### config.mk
export PLATFORM = sky130hd
export DESIGN_NAME = down_counter
export DESIGN_NICKNAME = d
export VERILOG_FILES = /design/src/rtl/down_counter.sv
export SDC_FILE = /design/constraint.sdc
export NUM_CORES = 1
export LEC_CHECK = 0
export ABC_AREA = 1
export CORE_ASPECT_RATIO = 0.8
export CORE_MARGIN = 3
export CORE_UTILIZATION = 40
export CTS_BUF_LIST = sky130_fd_sc_hd__clkbuf_16
export CTS_CLUSTER_DIAMETER = 30
export DETAILED_ROUTE_END_ITERATION = 12
export GPL_TIMING_DRIVEN = 0
export MAX_ROUTING_LAYER = met4
export PLACE_DENSITY_LB_ADDON = 0.25
export SLEW_MARGIN = 5
export SYNTH_ARGS = -nofsm -noshare
export SYNTH_HDL_FRONTEND = slang
export SYNTH_SLANG_ARGS = --single-unit
### constraint.sdc
create_clock -name i_clk -period 4.1 [get_ports i_clk]
set_input_delay 1.025 -clock i_clk [delete_from_list [all_inputs] [get_ports i_clk]]
set_output_delay 1.025 -clock i_clk [all_outputs]
set_load 0.1 [all_outputs]
### src/rtl/down_counter.sv
// Loadable binary down-counter/timer with terminal-count pulse, optional
// auto-reload on expiry and a sticky flag for decrements requested while idle.
`timescale 1ns/1ps
module down_counter #(
  parameter int WIDTH = 40
) (
  input  logic             i_clk,
  input  logic             i_aclr,
  input  logic             i_sclr,
  input  logic             i_load,
  input  logic [WIDTH-1:0] i_ld_val,
  input  logic             i_reload_en,
  input  logic             i_cin,
  output logic [WIDTH-1:0] o_cnt,
  output logic             o_busy,
  output logic             o_tc,
  output logic             o_uflow
);

  typedef enum logic {
    IDLE = 1'b0,
    RUN  = 1'b1
  } state_t;

  localparam logic [WIDTH-1:0] ONE = {{(WIDTH-1){1'b0}}, 1'b1};

  state_t           state_q, state_d;
  logic [WIDTH-1:0] cnt_q, cnt_d;
  logic [WIDTH-1:0] reload_q, reload_d;
  logic             tc_q, tc_d;
  logic             uflow_q, uflow_d;

  // State and datapath registers; async clear forces every output to idle values.
  always_ff @(posedge i_clk or posedge i_aclr) begin
    if (i_aclr) begin
      state_q  <= IDLE;
      cnt_q    <= '0;
      reload_q <= '0;
      tc_q     <= 1'b0;
      uflow_q  <= 1'b0;
    end else begin
      state_q  <= state_d;
      cnt_q    <= cnt_d;
      reload_q <= reload_d;
      tc_q     <= tc_d;
      uflow_q  <= uflow_d;
    end
  end

  // Next-state logic: clear beats load, load beats decrement; tc is a one-cycle pulse.
  always_comb begin
    state_d  = state_q;
    cnt_d    = cnt_q;
    reload_d = reload_q;
    tc_d     = 1'b0;
    uflow_d  = uflow_q;

    if (i_sclr) begin
      state_d  = IDLE;
      cnt_d    = '0;
      reload_d = '0;
      uflow_d  = 1'b0;
    end else if (i_load) begin
      cnt_d    = i_ld_val;
      reload_d = i_ld_val;
      uflow_d  = 1'b0;
      state_d  = (i_ld_val != '0) ? RUN : IDLE;
    end else if (i_cin) begin
      unique case (state_q)
        RUN: begin
          if (cnt_q == ONE) begin
            // Expiry: either rearm from the reload register or fall back to idle.
            tc_d = 1'b1;
            if (i_reload_en) begin
              cnt_d = reload_q;
            end else begin
              cnt_d   = '0;
              state_d = IDLE;
            end
          end else begin
            cnt_d = cnt_q - ONE;
          end
        end
        IDLE: begin
          // Count stays pinned at zero; the request is remembered as an error.
          uflow_d = 1'b1;
        end
        default: begin
          state_d = IDLE;
        end
      endcase
    end
  end

  assign o_cnt   = cnt_q;
  assign o_busy  = (state_q == RUN);
  assign o_tc    = tc_q;
  assign o_uflow = uflow_q;

endmodule

* Yosys cells after proc, flatten, opt, wreduce, memory -nomap -nowiden
Index checks and enable logic that the tools add are counted.
** Storage, ports and cells
- Flip-flop bits (word level) :: 83
** Operators by class
- $add $sub $neg :: 1
- Reduce and logical (&&, ||, !) cells :: 6
- Mux-type cells :: 24
- Equality and inequality tests :: 2
** Operators by type and width (number)
- 40-bit two-way mux :: 8
- 40-bit by 1-bit == test with 1-bit output, second input constant :: 1
- 40-bit nonzero test :: 1
- 40-bit by 1-bit subtractor with 40-bit output, second input constant :: 1
- 1-bit two-way mux :: 16
- 3-bit nonzero test :: 2
- 2-bit AND reduction :: 2
- 3-bit inequality test, second input constant :: 1
- 2-bit nonzero test :: 1

* Logic depth before layout (Yosys ltp)
Gate-level depths: netlist (run 1).
- Depth in word-level cells :: 6
- Mapped depth :: 14

* Worst setup path after synthesis (run 1)
OpenSTA, ideal clock, no wires.
- Path type :: register -> register
- Start point :: register cnt_q[0] (netlist: o_cnt[0])
- End point :: register cnt_q[10] (netlist: o_cnt[10])
- Setup slack :: 1716 ps
- Setup time :: 120 ps
- Cell stages (with the launch flop) :: 12
- Arrival time :: 2264 ps
- Period minus slack after synthesis :: 2384 ps
- Cell sequence :: dfrtp_1 -> ha_1 -> inv_1 -> nor3_1 -> nand3_2 -> nor2_4 -> nand2_2 -> buf_6 -> a21oi_2 -> o21ai_1 -> nand2_1 -> nand2_1
** On the way
- Word-level cells in the longest chain between the ends :: 6
** RTL lines
- start: declaration :: line 28 : logic [WIDTH-1:0] cnt_q, cnt_d;
- start signal: assignment :: line 43 : cnt_q <= cnt_d;
- 40-bit by 1-bit subtractor with 40-bit output or 40-bit by 1-bit == test with 1-bit output (tied branches) :: line 81, 71
- 40-bit two-way mux (*) :: line 71 : if (cnt_q == ONE) begin
- 40-bit two-way mux (*) :: line 69 : unique case (state_q)
- 40-bit two-way mux (*) :: line 68 : end else if (i_cin) begin
- 40-bit two-way mux (*) :: line 63 : end else if (i_load) begin
- 40-bit two-way mux (*) :: line 58 : if (i_sclr) begin
Mark *: on every way between the ends. The rest lies on a longest branch, timed or not. The select of a mux whose other input is x is not followed.
A chain may end at the register's enable or synchronous reset.

* Final worst setup path (run 1)
- Start point :: register cnt_q[28] (netlist: o_cnt[28])
- End point :: output o_cnt[28]
** RTL lines
- end: declaration :: line 14 : output logic [WIDTH-1:0] o_cnt,
No word-level cell between the ends.

==> results.sh, run 1 <==
export IMPL_skew_ps=7.59
export IMPL_reg2regPathDepth=13
export IMPL_cts_hold_buffers=0
export IMPL_finalHoldViolations=0
export IMPL_worst_r2r_startpoint="o_cnt[0]$_DFFE_PP0P_"
export IMPL_synth_top_area_share=0.378
export IMPL_cp_end_kind="primary output"
export IMPL_tightestPinTransition_ps=987
export IMPL_core_area_um2=13100
export IMPL_worst_path_largest_cell_delay_ps=1200
export IMPL_worst_hold_path_type="flop to flop"
export IMPL_design_die_area_um2=15200
export IMPL_cts_sinks=83
export IMPL_r2r_end="o_cnt[26]$_DFFE_PP0P_"
export IMPL_final_min_clock_period_ps=3090
export IMPL_post_cts_setup_buffers=0
export IMPL_start_point_of_the_critical_path="o_cnt[28]$_DFFE_PP0P_"
export IMPL_htree_depth=3
export IMPL_setup_worst_path_start_class="flop"
export IMPL_outcome="finished, final reports clean"
export IMPL_synth_seq_area_share=0.378
export IMPL_power_static_leakage_nw=3.22
export IMPL_numPortBuffers=86
export IMPL_synth_avg_cell_area_um2=6.82
export IMPL_worst_r2r_setup_slack_ps=1890
export IMPL_grt_pass1_wl_um=29600
export IMPL_timing_worst_setup_path_type="flop to primary output"
export IMPL_share_of_post_route_cells_with_drive_strength_above_1=0.0912
export IMPL_cts_repair_resize_count=0
export IMPL_hold_worst_slack_ps=482
export IMPL_filler_cell_count=1355
export IMPL_place_detailed_hpwl_um=14000
export IMPL_place_congestion=0.959
export IMPL_ys_types=36
export IMPL_cts_buffer_depth=2
export IMPL_placementRows=37
export IMPL_power_per_cell_area_nw_per_um2=401
export IMPL_drv_max_cap_violation_count=0
export IMPL_synth_top_cells_by_count="nand2_1 (236), nor2_1 (142), dfrtp_1 (83)"
export IMPL_slew_headroom=0.340
export IMPL_syn_area_um2=5500
export IMPL_area_growth_synth_to_final_pct=25.5
export IMPL_cp_slowest_cell="clkdlybuf4s50_1"
export IMPL_synthArstFlopShare=1.00
export IMPL_setup_violations_final=0
export IMPL_critical_path_depth=1
export IMPL_numPlacedInstances=1069
export IMPL_final_cells=1085
export IMPL_synth_main_ff_cell="dfrtp_1"
export IMPL_power_ir_vdd_worst_v=0.000273
export IMPL_inserted_diodes=0
export IMPL_clk_pin_slew_ps=60
export IMPL_most_frequent_cell_after_synthesis="nand2_1"
export IMPL_chipHeight_um=111
export IMPL_fp_dieW_um=137
export IMPL_final_setup_tns_ps=0
export IMPL_number_of_enable_flip_flop_cells_after_synthesis=0
export IMPL_cp_cell_sequence="clkdlybuf4s50_1"
export IMPL_number_of_storage_elements_in_the_synthesis_netlist=83
export IMPL_layout_core_utilization=0.525
export IMPL_rsz0062_at_grt="no"
export IMPL_post_drt_wl_per_cell_um=17.2
export IMPL_worst_setup_path_endpoint="o_cnt[28]"
export IMPL_synth_nets=855
export IMPL_clock_fmax_mhz=324
export IMPL_post_detailed_placement_cell_area_um2=6610
export IMPL_drtAntennaViolNets=0
export IMPL_start_util=0.418
export IMPL_grt_antenna_before_repair=0
export IMPL_vias_per_cell=5.25
export IMPL_drt_wl_total_um=18700
export IMPL_initialDrtViolationCount=559
export IMPL_ioPinCount=89
export IMPL_drt_pass1_iterations=5
export IMPL_cts_inserted_buffers=9
export IMPL_netlist_top_cell_by_area="dfrtp_1"
export IMPL_via_count_of_the_first_global_routing_pass=5320
export IMPL_number_of_nets_in_the_final_layout=953
export IMPL_slew_violations=0
export IMPL_clkLatencyLatePin_ps=350
export IMPL_gr_total_overflow=0
export IMPL_crit_buf_inv=1
export IMPL_via_count=5701
export IMPL_final_area_um2=6910
export IMPL_crit_family="buffers and inverters"
export IMPL_drcViolationCount=0
export IMPL_crit_path_max_fanout=6
export IMPL_syn_inst=807
export IMPL_clock_tree_from_tritoncts="yes"
export IMPL_grt_util_all_layers=0.259
export IMPL_grt_max_degree=54
export IMPL_tcrit_tclk_final=0.753
export IMPL_cts_root_buffer_cell="clkbuf_16"
export IMPL_ys_warns=0
export IMPL_ys_top_cells_by_area="dfrtp_1 (38%), nand2_1 (16%), nor2_1 (9.7%)"
export IMPL_data_required_time_of_the_critical_path_ps=3070
export IMPL_critical_path_arrival_ps=2060
## per-layer routing
metal  wire, um  global-route usage  up-vias
met5          0                   -        -
met4        169              0.0472        0
met3       1380              0.0395       20
met2       8080               0.362      233
met1       9030               0.397     2680
li1           -                   -     2768
## cell usage in the layout (no fill, tap or decap), types with 6 or more instances in the layout
cell             instances
clkbuf_16                9
o21ai_0                 36
nor2_2                  20
xor2_1                  17
buf_6                    6
nor2_1                 142
dfrtp_1                 83
clkdlybuf4s50_1         86
xnor2_1                  6
nor3_1                   6
a21oi_1                 30
a21oi_2                  7
clkbuf_1                16
nand2_1                236
nand4_1                 11
nor2_4                   7
nor4_1                   8
nand3_1                 46
o21ai_1                 15
o211ai_1                12
inv_1                   65
## layout make-up
class	count	area, um2	area share
Buffer	31	170	0.0246
Clock inverter	7	70.1	0.0101
Inverter	68	258	0.0373
Sequential cell	83	2080	0.301
Multi-Input combinational cell	625	3000	0.434
Clock buffer	9	225	0.0326
Timing Repair Buffer	87	888	0.129
Tap cell	175	219	0.0317
## metrics by stage
step / power, W / worst slack, ps
after global placement: 0.00194 / -535
after CTS: 0.00277 / 1030
after floorplan: 0.00167 / 938
after global routing: 0.00290 / 981
final: 0.00277 / 1010
after detailed placement: 0.00195 / 885
## registers in the layout, summed over array words and instances (netlist names)
name,flops
o_tc,1
reload_q,40
o_busy,1
o_uflow,1
o_cnt,40
## how the worst min path moves through the flow
stage | slack [ps] | to | cells after the start | from
CTS | 480 | reload_q[39]$_DFFE_PP0N_ | 1 | reload_q[39]$_DFFE_PP0N_
detailed placement | 470 | reload_q[39]$_DFFE_PP0N_ | 1 | reload_q[39]$_DFFE_PP0N_
global route | 490 | reload_q[39]$_DFFE_PP0N_ | 1 | reload_q[39]$_DFFE_PP0N_
floorplan | 450 | reload_q[37]$_DFFE_PP0N_ | 1 | reload_q[37]$_DFFE_PP0N_
global placement | 460 | reload_q[39]$_DFFE_PP0N_ | 1 | reload_q[39]$_DFFE_PP0N_
finish | 480 | reload_q[39]$_DFFE_PP0N_ | 1 | reload_q[39]$_DFFE_PP0N_
## cell families after synthesis
| kind of cell | Yosys count | synth area share |
|---|---|---|
| fa+ha+maj | 2 | 0.00455 |
| flops | 83 | 0.378 |
| compound gates | 103 | 0.106 |
| buf+inv | 99 | 0.0773 |
| xor+xnor | 23 | 0.0366 |
| simple gates | 497 | 0.398 |
## power by group
group,leakage (nW),internal (W),switching [W]
clock network,0.139,0.000470,0.000357
logic,2.00,0.000266,0.000699
registers,1.08,0.000886,0.0000897
total,3.22,0.00162,0.00115
(Power assumes the default switching activity.)
==> inputs of run 2 (changes only) <==
- clock period: 4.1 -> 3.04 ns (I/O delays scaled with it)
==> results of run 2 <==
Same layout as run 1 (identical final DEF). Status: finished, final reports clean.
Main changes from that run: setup slack after placement 885 ps -> 89.9 ps; setup slack after layout 1010 ps -> 220 ps; register-to-register setup slack 1890 ps -> 830 ps; total power 0.00277 W -> 0.00373 W; worst IR drop on VDD 0.000273 V -> 0.000369 V
